==> src/rtl/imm_gen_stage.sv <==
// imm_gen_stage
//   Pipelined immediate generator. Decodes the immediate of a RISC-V
//   instruction, sign/zero-extends it to XLEN, adds it to the PC and flags
//   misaligned branch/jump targets. A result is registered one cycle after
//   it is accepted. A second (skid) register lets the stage take one more
//   instruction while the output is stalled, so the stage keeps full
//   throughput under backpressure.
//
// Ports
//   clk, rst_n        clock; asynchronous active-low reset
//   flush             synchronous flush, discards every held entry and the
//                     input offered in the same cycle
//   in_valid/in_ready upstream handshake (in_ready is a register output)
//   in_inst           raw 32-bit instruction
//   in_pc             instruction PC (XLEN)
//   in_imm_sel        immediate format select (imm_gen_pkg::IMM_*)
//   out_valid/out_ready downstream handshake
//   out_imm           extended immediate
//   out_target        in_pc + imm, modulo 2^XLEN
//   out_misaligned    target misaligned (IMM_B / IMM_J only)

package imm_gen_pkg;
    localparam logic [2:0] IMM_I = 3'b000;
    localparam logic [2:0] IMM_S = 3'b001;
    localparam logic [2:0] IMM_B = 3'b010;
    localparam logic [2:0] IMM_U = 3'b011;
    localparam logic [2:0] IMM_J = 3'b100;
    localparam logic [2:0] IMM_Z = 3'b101;
endpackage

module imm_gen_stage
    import imm_gen_pkg::*;
#(
    parameter int XLEN      = 32,
    parameter int HAS_C     = 0,
    parameter int HAS_ZICSR = 1
) (
    input  logic            clk,
    input  logic            rst_n,
    input  logic            flush,
    input  logic            in_valid,
    output logic            in_ready,
    input  logic [31:0]     in_inst,
    input  logic [XLEN-1:0] in_pc,
    input  logic [2:0]      in_imm_sel,
    output logic            out_valid,
    input  logic            out_ready,
    output logic [XLEN-1:0] out_imm,
    output logic [XLEN-1:0] out_target,
    output logic            out_misaligned
);

    typedef struct packed {
        logic [XLEN-1:0] imm;
        logic [XLEN-1:0] target;
        logic            mis;
    } res_t;

    logic [31:0]     imm32;
    logic [XLEN-1:0] imm_ext;
    logic [XLEN-1:0] target;
    logic            is_bj;
    res_t            new_res;
    res_t            out_q;
    res_t            skid_q;
    logic            out_vld;
    logic            skid_vld;
    logic            accept;
    logic            unused_opcode;

    // Opcode bits carry no immediate information.
    assign unused_opcode = ^in_inst[6:0];

    // Every format is built as a 32-bit value whose bit 31 is already the
    // correct extension bit (0 for IMM_Z and unknown selects), so widening
    // to XLEN is a plain sign extension for all of them.
    always_comb begin
        imm32 = '0;
        case (in_imm_sel)
            IMM_I: imm32 = {{20{in_inst[31]}}, in_inst[31:20]};
            IMM_S: imm32 = {{20{in_inst[31]}}, in_inst[31:25], in_inst[11:7]};
            IMM_B: imm32 = {{19{in_inst[31]}}, in_inst[31], in_inst[7],
                            in_inst[30:25], in_inst[11:8], 1'b0};
            IMM_J: imm32 = {{11{in_inst[31]}}, in_inst[31], in_inst[19:12],
                            in_inst[20], in_inst[30:21], 1'b0};
            IMM_U: imm32 = {in_inst[31:12], 12'b0};
            IMM_Z: if (HAS_ZICSR != 0) imm32 = {27'b0, in_inst[19:15]};
            default: imm32 = '0;
        endcase
    end

    generate
        if (XLEN == 64) begin : g_ext64
            assign imm_ext = {{32{imm32[31]}}, imm32};
        end else begin : g_ext32
            assign imm_ext = imm32;
        end
    endgenerate

    assign target = in_pc + imm_ext;
    assign is_bj  = (in_imm_sel == IMM_B) || (in_imm_sel == IMM_J);

    always_comb begin
        new_res        = '0;
        new_res.imm    = imm_ext;
        new_res.target = target;
        if (HAS_C != 0) new_res.mis = is_bj & target[0];
        else            new_res.mis = is_bj & (|target[1:0]);
    end

    // in_ready depends only on skid occupancy, so it is a registered signal.
    assign in_ready = ~skid_vld;
    assign accept   = in_valid & in_ready;

    always_ff @(posedge clk or negedge rst_n) begin
        if (!rst_n) begin
            out_vld  <= 1'b0;
            skid_vld <= 1'b0;
            out_q    <= '0;
            skid_q   <= '0;
        end else if (flush) begin
            // Flush wins over any transfer in the same cycle.
            out_vld  <= 1'b0;
            skid_vld <= 1'b0;
        end else if (!out_vld || out_ready) begin
            // Output slot frees up this edge. A full skid means in_ready=0,
            // so no new input can arrive alongside the skid refill.
            if (skid_vld) begin
                out_q    <= skid_q;
                out_vld  <= 1'b1;
                skid_vld <= 1'b0;
            end else begin
                out_vld <= accept;
                if (accept) out_q <= new_res;
            end
        end else if (accept) begin
            // Output stalled: park the new result in the skid entry.
            skid_q   <= new_res;
            skid_vld <= 1'b1;
        end
    end

    assign out_valid      = out_vld;
    assign out_imm        = out_vld ? out_q.imm    : '0;
    assign out_target     = out_vld ? out_q.target : '0;
    assign out_misaligned = out_vld & out_q.mis;

endmodule

==> config.mk <==
export PLATFORM = sky130hd
export DESIGN_NAME = imm_gen_stage
export DESIGN_NICKNAME = d
export VERILOG_FILES = /design/src/rtl/imm_gen_stage.sv
export SDC_FILE = /design/constraint.sdc
export NUM_CORES = 1
export LEC_CHECK = 0
export BUFFER_PORTS_ARGS = -buffer_cell sky130_fd_sc_hd__buf_2
export CAP_MARGIN = 20
export CORE_MARGIN = 3
export CORE_UTILIZATION = 53
export CTS_BUF_LIST = sky130_fd_sc_hd__clkbuf_8
export CTS_CLUSTER_DIAMETER = 120
export DETAILED_ROUTE_END_ITERATION = 10
export PLACE_DENSITY_LB_ADDON = 0.2
export SLEW_MARGIN = 25
export SYNTH_ARGS = -nofsm -noshare
export SYNTH_HDL_FRONTEND = slang
export SYNTH_SLANG_ARGS = --single-unit
==> constraint.sdc <==
create_clock -name clk -period 1.9 [get_ports clk]
set_clock_uncertainty 0.05 [all_clocks]
set_input_delay 0.38 -clock clk [delete_from_list [all_inputs] [get_ports clk]]
set_output_delay 0.38 -clock clk [all_outputs]
set_load 0.05 [all_outputs]
==> summary.md, run 1 <==
| Metric | Value |
|---|---|
| Most common cell after layout, fill and taps aside | `buf_4` |
| DP Wirelength | `17300 um` |
| Async set or reset register ratio after synthesis | `100%` |
| Largest net degree at the start of global routing | `79` |
| Most frequent cells in the layout | `185 x buf_4, 155 x nand2_1, 130 x dfrtp_1, 78 x buf_6, 72 x a21oi_1` |
| Design Area, Final | `0.0133 mm2` |
| Simple-gate share of the synthesized area | `21.9%` |
| Failing checks | `negative setup slack` |
| Peak supply drop | `0.677 mV` |
| Setup Crit Path Kind | `in2reg` |
| Fmax | `346 MHz` |
| Vias in the first global route | `8660` |
| First-pass GRT wire length | `44100 um` |
| Met3 Wirelength | `3260 um` |
| CTS tree | `yes` |
| Measured slew at the worst slew-check pin | `640 ps` |
| Setup crit start kind | `primary input` |
| Reg2Reg Launch Point | `out_valid` |
| Buffers on Ports | `131` |
| Hold Crit Start | `flush` |
| Slew headroom | `57.4%` |
| WL per Instance | `23.8 um` |
| Htree depth | `4` |
| Share of post-route cells with drive strength above 1 | `50.3%` |
| Placement Setup Slack | `-1540 ps` |
| Final Util | `89.6%` |
| Final period utilization | `152%` |
| DRT Wirelength | `36000 um` |
| Clock latency on the worst-skew pair | `480 ps` |
| R2r setup slk | `-80 ps` |
| Synthesized cell area | `0.00815 mm2` |
| Fin cells | `1511` |
| Final net count | `1418` |
| Tot GR Track Use | `33.8%` |
| Clock-pin slew on the worst setup and hold paths | `70 ps` |
| Worst R2R End | `out_q[15]` |
| WP data arrival | `3230 ps` |
| Min cycle time layout | `2890 ps` |
| XOR/XNOR share of the synthesized area | `3.22%` |
| Slew Viols, Final | `0` |
| Dominant synthesized flop cell | `dfrtp_1` |
| Post-synthesis compound-gate area fraction | `21.4%` |
| CORE AREA | `0.0148 mm2` |
| Crit-path max FO | `9` |
| FP Rows | `44` |
| Initial DRC count | `1253` |
| DIE AREA | `0.0169 mm2` |
| Top sig layer | `met4` |
| Final hold vios | `0` |
| Mux contribution to synthesized area | `3.18%` |
| Final worst slack | `-992 ps` |
| Placed inst area | `0.0104 mm2` |
| Die height | `130 um` |
| Power Dens Cells | `836 mW/mm2` |
| Max-Cap Viols | `0` |
| DP Cell Count | `1422` |
| Yosys cell types | `61` |
| Seq/Total Area, Yosys | `40.5%` |
| Outcome | `complete, but fails checks` |
| Combinational family with the most area after synthesis | `simple AND/OR/NAND/NOR gates` |
| Clock Sinks | `132` |
| Crit. Startpoint | `in_imm_sel[2]` |
| Vias after detailed routing | `9613` |
| Post-route ant nets | `0` |
| Maximum clock insertion buffer count | `2` |
| Seq cells post-synth | `132` |
| GR Overflow Total | `0` |
| Root Driver | `clkbuf_8` |
| Reg2reg path depth | `6` |
| Routability Congestion | `0.918` |
| Num ports | `139` |
| Die X | `130 um` |
| Syn Area/Cell | `8.13 um2` |
| Area added between synthesis and finish | `62.7%` |
| Starting density of the core | `55.1%` |
| Req. time, crit path | `2240 ps` |
| Leak Pwr | `6.31 nW` |
| Total CTS buffers | `17` |
| Setup crit end | `out_q[32]` |
| Synth Net Count | `1107` |
| RSZ-0062 raised after global routing | `yes` |
| Drt pass-1 iters | `6` |
| Met1 wire length | `12600 um` |
| Hold/Removal Path Class | `in2reg` |
| Final setup fails | `124` |
| Worst hold margin | `79.7 ps` |
| Ant diodes | `0` |
| Pwr Total | `11.1 mW` |
| Drc violations | `0` |
| Initial antenna violation count | `0` |
| Adder-cell share of the synthesized area | `5.00%` |
| Synth Instances | `1003` |
| EDFF count, synth | `0` |
| Vias/cell | `6.36` |
| Synth warn | `0` |
| Met2 wire len | `17300 um` |
| Final setup TNS | `-45400 ps` |
| Crit end category | `flip-flop` |
[layout make-up]
| cell class | instances | area, um2 |
|---|---|---|
| Fill cell | 639 | 1550 |
| Multi-Input combinational cell | 769 | 5920 |
| Timing Repair Buffer | 361 | 3310 |
| Inverter | 33 | 124 |
| Sequential cell | 132 | 3310 |
| Clock inverter | 14 | 128 |
| Tap cell | 184 | 230 |
| Clock buffer | 18 | 248 |
[cells by family after synthesis]
| kind of cell | Yosys count |
|---|---|
| compound gates | 302 |
| xor+xnor | 30 |
| fa+ha+maj | 32 |
| buf+inv | 103 |
| flops | 132 |
| mux | 24 |
| simple gates | 380 |
[power breakdown]
part           total [mW]  switching [mW]  internal (mW)
Clock                2.36            1.29           1.08
Combinational        4.81            2.59           2.23
Sequential           3.91           0.445           3.47
Total                11.1            4.32           6.77
[Yosys cell counts (2+ instances only)]
cell type / count / area [um2]
and3_1: 8 / 50.1
nand2_1: 170 / 638
o211ai_1: 4 / 30.0
xor2_1: 11 / 96.3
mux2i_1: 9 / 90.1
o31ai_1: 4 / 30.0
a21oi_1: 112 / 561
o21ai_1: 4 / 20.0
nor3_1: 6 / 30.0
or3_1: 3 / 18.8
a21o_1: 13 / 97.6
buf_2: 2 / 10.0
and3_4: 3 / 33.8
inv_1: 33 / 124
o21bai_1: 2 / 15.0
and2_1: 70 / 438
clkbuf_1: 63 / 236
a311o_1: 2 / 20.0
dfrtp_1: 132 / 3300
nor2_1: 68 / 255
a22oi_1: 2 / 15.0
a31oi_1: 11 / 68.8
a211o_1: 2 / 17.5
nand3_1: 19 / 95.1
or2_2: 3 / 18.8
nor4_1: 3 / 18.8
a311oi_1: 2 / 17.5
mux2_2: 15 / 169
nand4_1: 4 / 25.0
nor2b_1: 5 / 31.3
ha_1: 31 / 388
o21a_1: 8 / 60.1
nand2b_1: 13 / 81.3
a211oi_1: 2 / 15.0
o22ai_1: 4 / 25.0
o21ai_0: 115 / 576
buf_1: 3 / 11.3
xnor2_1: 19 / 166
[critical path: stages]
cell       delay [ps]
buf_16            120
nand2b_1          170
nand3_1           100
o21ai_0           100
o22ai_2           240
ha_4              270
nand3_1           200
o211ai_4          180
a221oi_4          440
o21bai_4          140
o2bb2ai_4         150
buf_6             140
and3_4            140
a311o_1           280
o31ai_2           170
[layer usage]
metal  global-route usage, %  vias to the layer above
met4                    16.6                        0
met5                       0                        -
met3                    6.75                      255
met1                    42.1                     4546
met2                    56.1                      765
li1                        -                     4047
[worst min path at each step]
stage | slack [ps] | cells after the start | to
after global routing | 80 | 2 | out_valid
after CTS | 70 | 2 | out_valid
after global placement | 360 | 2 | out_q[26]
after detailed placement | 360 | 2 | out_q[26]
final | 80 | 2 | out_valid
after floorplan | 30 | 0 | out_q[0]
[state kept, by name, summed over array words and instances (netlist names)]
register	count
out_q	65
skid_q	65
out_valid	1
skid_vld	1
[what timing repair did]
item,CTS,global route
pin swaps,47,51
buffers inserted,26,18
gates cloned,8,6
hold buffers,1,0
resized for setup,298,162
endpoints found under the setup margin,129,158
endpoints found under the hold margin,132,0
Note: power is estimated with default switching activity, not from simulation.
==> run 2: changes to the inputs <==
- GPL_TIMING_DRIVEN: default -> 0
- SKIP_CTS_REPAIR_TIMING: default -> 1
==> summary.md, run 2 (same netlist as run 1, synthesis figures left out) <==
| Metric | Value |
|---|---|
| Met3 Usage GRT | `7.49%` |
| CORE AREA | `0.0148 mm2` |
| Vias/cell | `6.07` |
| Top delay family on crit path | `compound AO/OA/AOI/OAI gates` |
| Critical Path Max Stage Delay | `370 ps` |
| DIE AREA | `0.0169 mm2` |
| Root Driver | `clkbuf_8` |
| FP Rows | `44` |
| Final period utilization | `157%` |
| Initial DRC count | `849` |
| Final Util | `80.4%` |
| Crit end category | `flip-flop` |
| Final hold vios | `0` |
| Routability Congestion | `0.932` |
| RSZ-0062 raised after global routing | `yes` |
| Slew Viols, Final | `0` |
| First-pass GRT wire length | `40000 um` |
| Final worst slack | `-1080 ps` |
| Clock-pin slew on the worst setup and hold paths | `80 ps` |
| WP data arrival | `3310 ps` |
| Leak Pwr | `5.59 nW` |
| Share of post-route cells with drive strength above 1 | `40.4%` |
| Tot GR Track Use | `31.1%` |
| Max-Cap Viols | `0` |
| WL per Instance | `20.8 um` |
| Final setup TNS | `-50210 ps` |
| Largest net degree at the start of global routing | `83` |
| GR Overflow Total | `0` |
| Pwr Total | `10.2 mW` |
| Num ports | `139` |
| Final net count | `1311` |
| Fmax | `335 MHz` |
| Measured slew at the worst slew-check pin | `737 ps` |
| Outcome | `complete, but fails checks` |
| Post-route ant nets | `0` |
| Most common cell after layout, fill and taps aside | `nand2_1` |
| Slew headroom | `50.9%` |
| Maximum clock insertion buffer count | `2` |
| Setup Crit Path Kind | `in2reg` |
| Failing checks | `negative setup slack` |
| Initial antenna violation count | `0` |
| Drt pass-1 iters | `6` |
| Clock Sinks | `132` |
| CTS tree | `yes` |
| Power Dens Cells | `857 mW/mm2` |
| Area added between synthesis and finish | `46.0%` |
| Fill cell count | `944` |
| Met1 Resource Use GR | `44.4%` |
| Crit-path max FO | `8` |
| Clock latency on the worst-skew pair | `470 ps` |
| DP Wirelength | `19500 um` |
| Vias in the first global route | `7435` |
| Global routing's busiest layer | `met2` |
| Htree depth | `4` |
| Starting density of the core | `55.1%` |
| Setup crit start kind | `primary input` |
| Vias after detailed routing | `8520` |
| Registers with the most flip-flops | `out_q x65, skid_q x65` |
| Die height | `130 um` |
| Crit path cell chain | `buf_12 -> clkbuf_16 -> nand2b_4 -> nand2_2 -> a22oi_2 -> nor2_2 -> ha_4 -> inv_2 -> fa_2 -> nand2b_4 -> a21o_1 -> a211o_1 -> a21o_1 -> a211oi_4 -> nand2b_4 -> xnor2_4 -> o31ai_1` |
| Total CTS buffers | `17` |
| Min cycle time layout | `2980 ps` |
| Drc violations | `0` |
| Req. time, crit path | `2230 ps` |
| Met2 usage | `47.1%` |
| Peak supply drop | `0.836 mV` |
| Ant diodes | `0` |
| Crit path top cell by count | `nand2b_4` |
| Most frequent cells in the layout | `161 x nand2_1, 131 x dfrtp_1, 85 x a21oi_1, 82 x buf_6, 71 x o21ai_0` |
| WP buf/inv | `3` |
| Hold/Removal Path Class | `in2reg` |
| Final setup fails | `123` |
| Critical path's slowest cell | `a211o_1` |
| Worst hold margin | `67.7 ps` |
| R2r setup slk | `-200 ps` |
| Buffers on Ports | `131` |
| DRT Wirelength | `29200 um` |
| Die X | `130 um` |
[run 2: metrics by stage]
stage / instance area (um2) / setup WS, ps / instances
global route: 11900 / -1160 / 1404
CTS: 9770 / -1440 / 1351
finish: 11900 / -1080 / 1404
global placement: 9350 / -1860 / 1318
floorplan: 8460 / -1150 / 1003
detailed placement: 9390 / -1860 / 1319
[run 2: power by group]
group | switching (mW) | leakage [nW] | internal (mW)
Combinational | 2.21 | 3.73 | 1.71
Sequential | 0.381 | 1.66 | 3.47
Clock | 1.26 | 0.194 | 1.17
Total | 3.85 | 5.59 | 6.35
[run 2: layout make-up]
cell class | instances | area, um2 | share of cell area, %
multi-input combinational | 768 | 5650 | 47.5
clock buffer | 17 | 234 | 1.97
sequential | 132 | 3300 | 27.8
timing repair buffer | 189 | 1680 | 14.1
tap | 184 | 230 | 1.93
inverter | 33 | 126 | 1.06
buffer | 66 | 532 | 4.47
clock inverter | 15 | 154 | 1.29
[run 2: worst paths after layout]
path / startpoint / endpoint / cells past startpoint
min: flush / out_valid / 2
min reg2reg: out_q[53] / out_q[53] / 2
max: in_imm_sel[2] / out_q[27] / 17
max reg2reg: out_valid / out_q[12] / 6
max in group asynchronous: rst_n / skid_q[34] / 3
min in group asynchronous: rst_n / out_q[26] / 2
[run 2: metal layers]
metal,part of all wire (%),wire (um)
met1,40,11800
met4,2.3,671
met3,9.3,2720
met2,48,14000
met5,0,0
[run 2: worst reg2reg max path, cell delays in order, from the launching register on]
cell	delay, ps
dfrtp_2	440
nor2b_2	180
nor3_1	370
clkbuf_2	350
clkbuf_2	340
nor2_1	110
a31oi_1	180
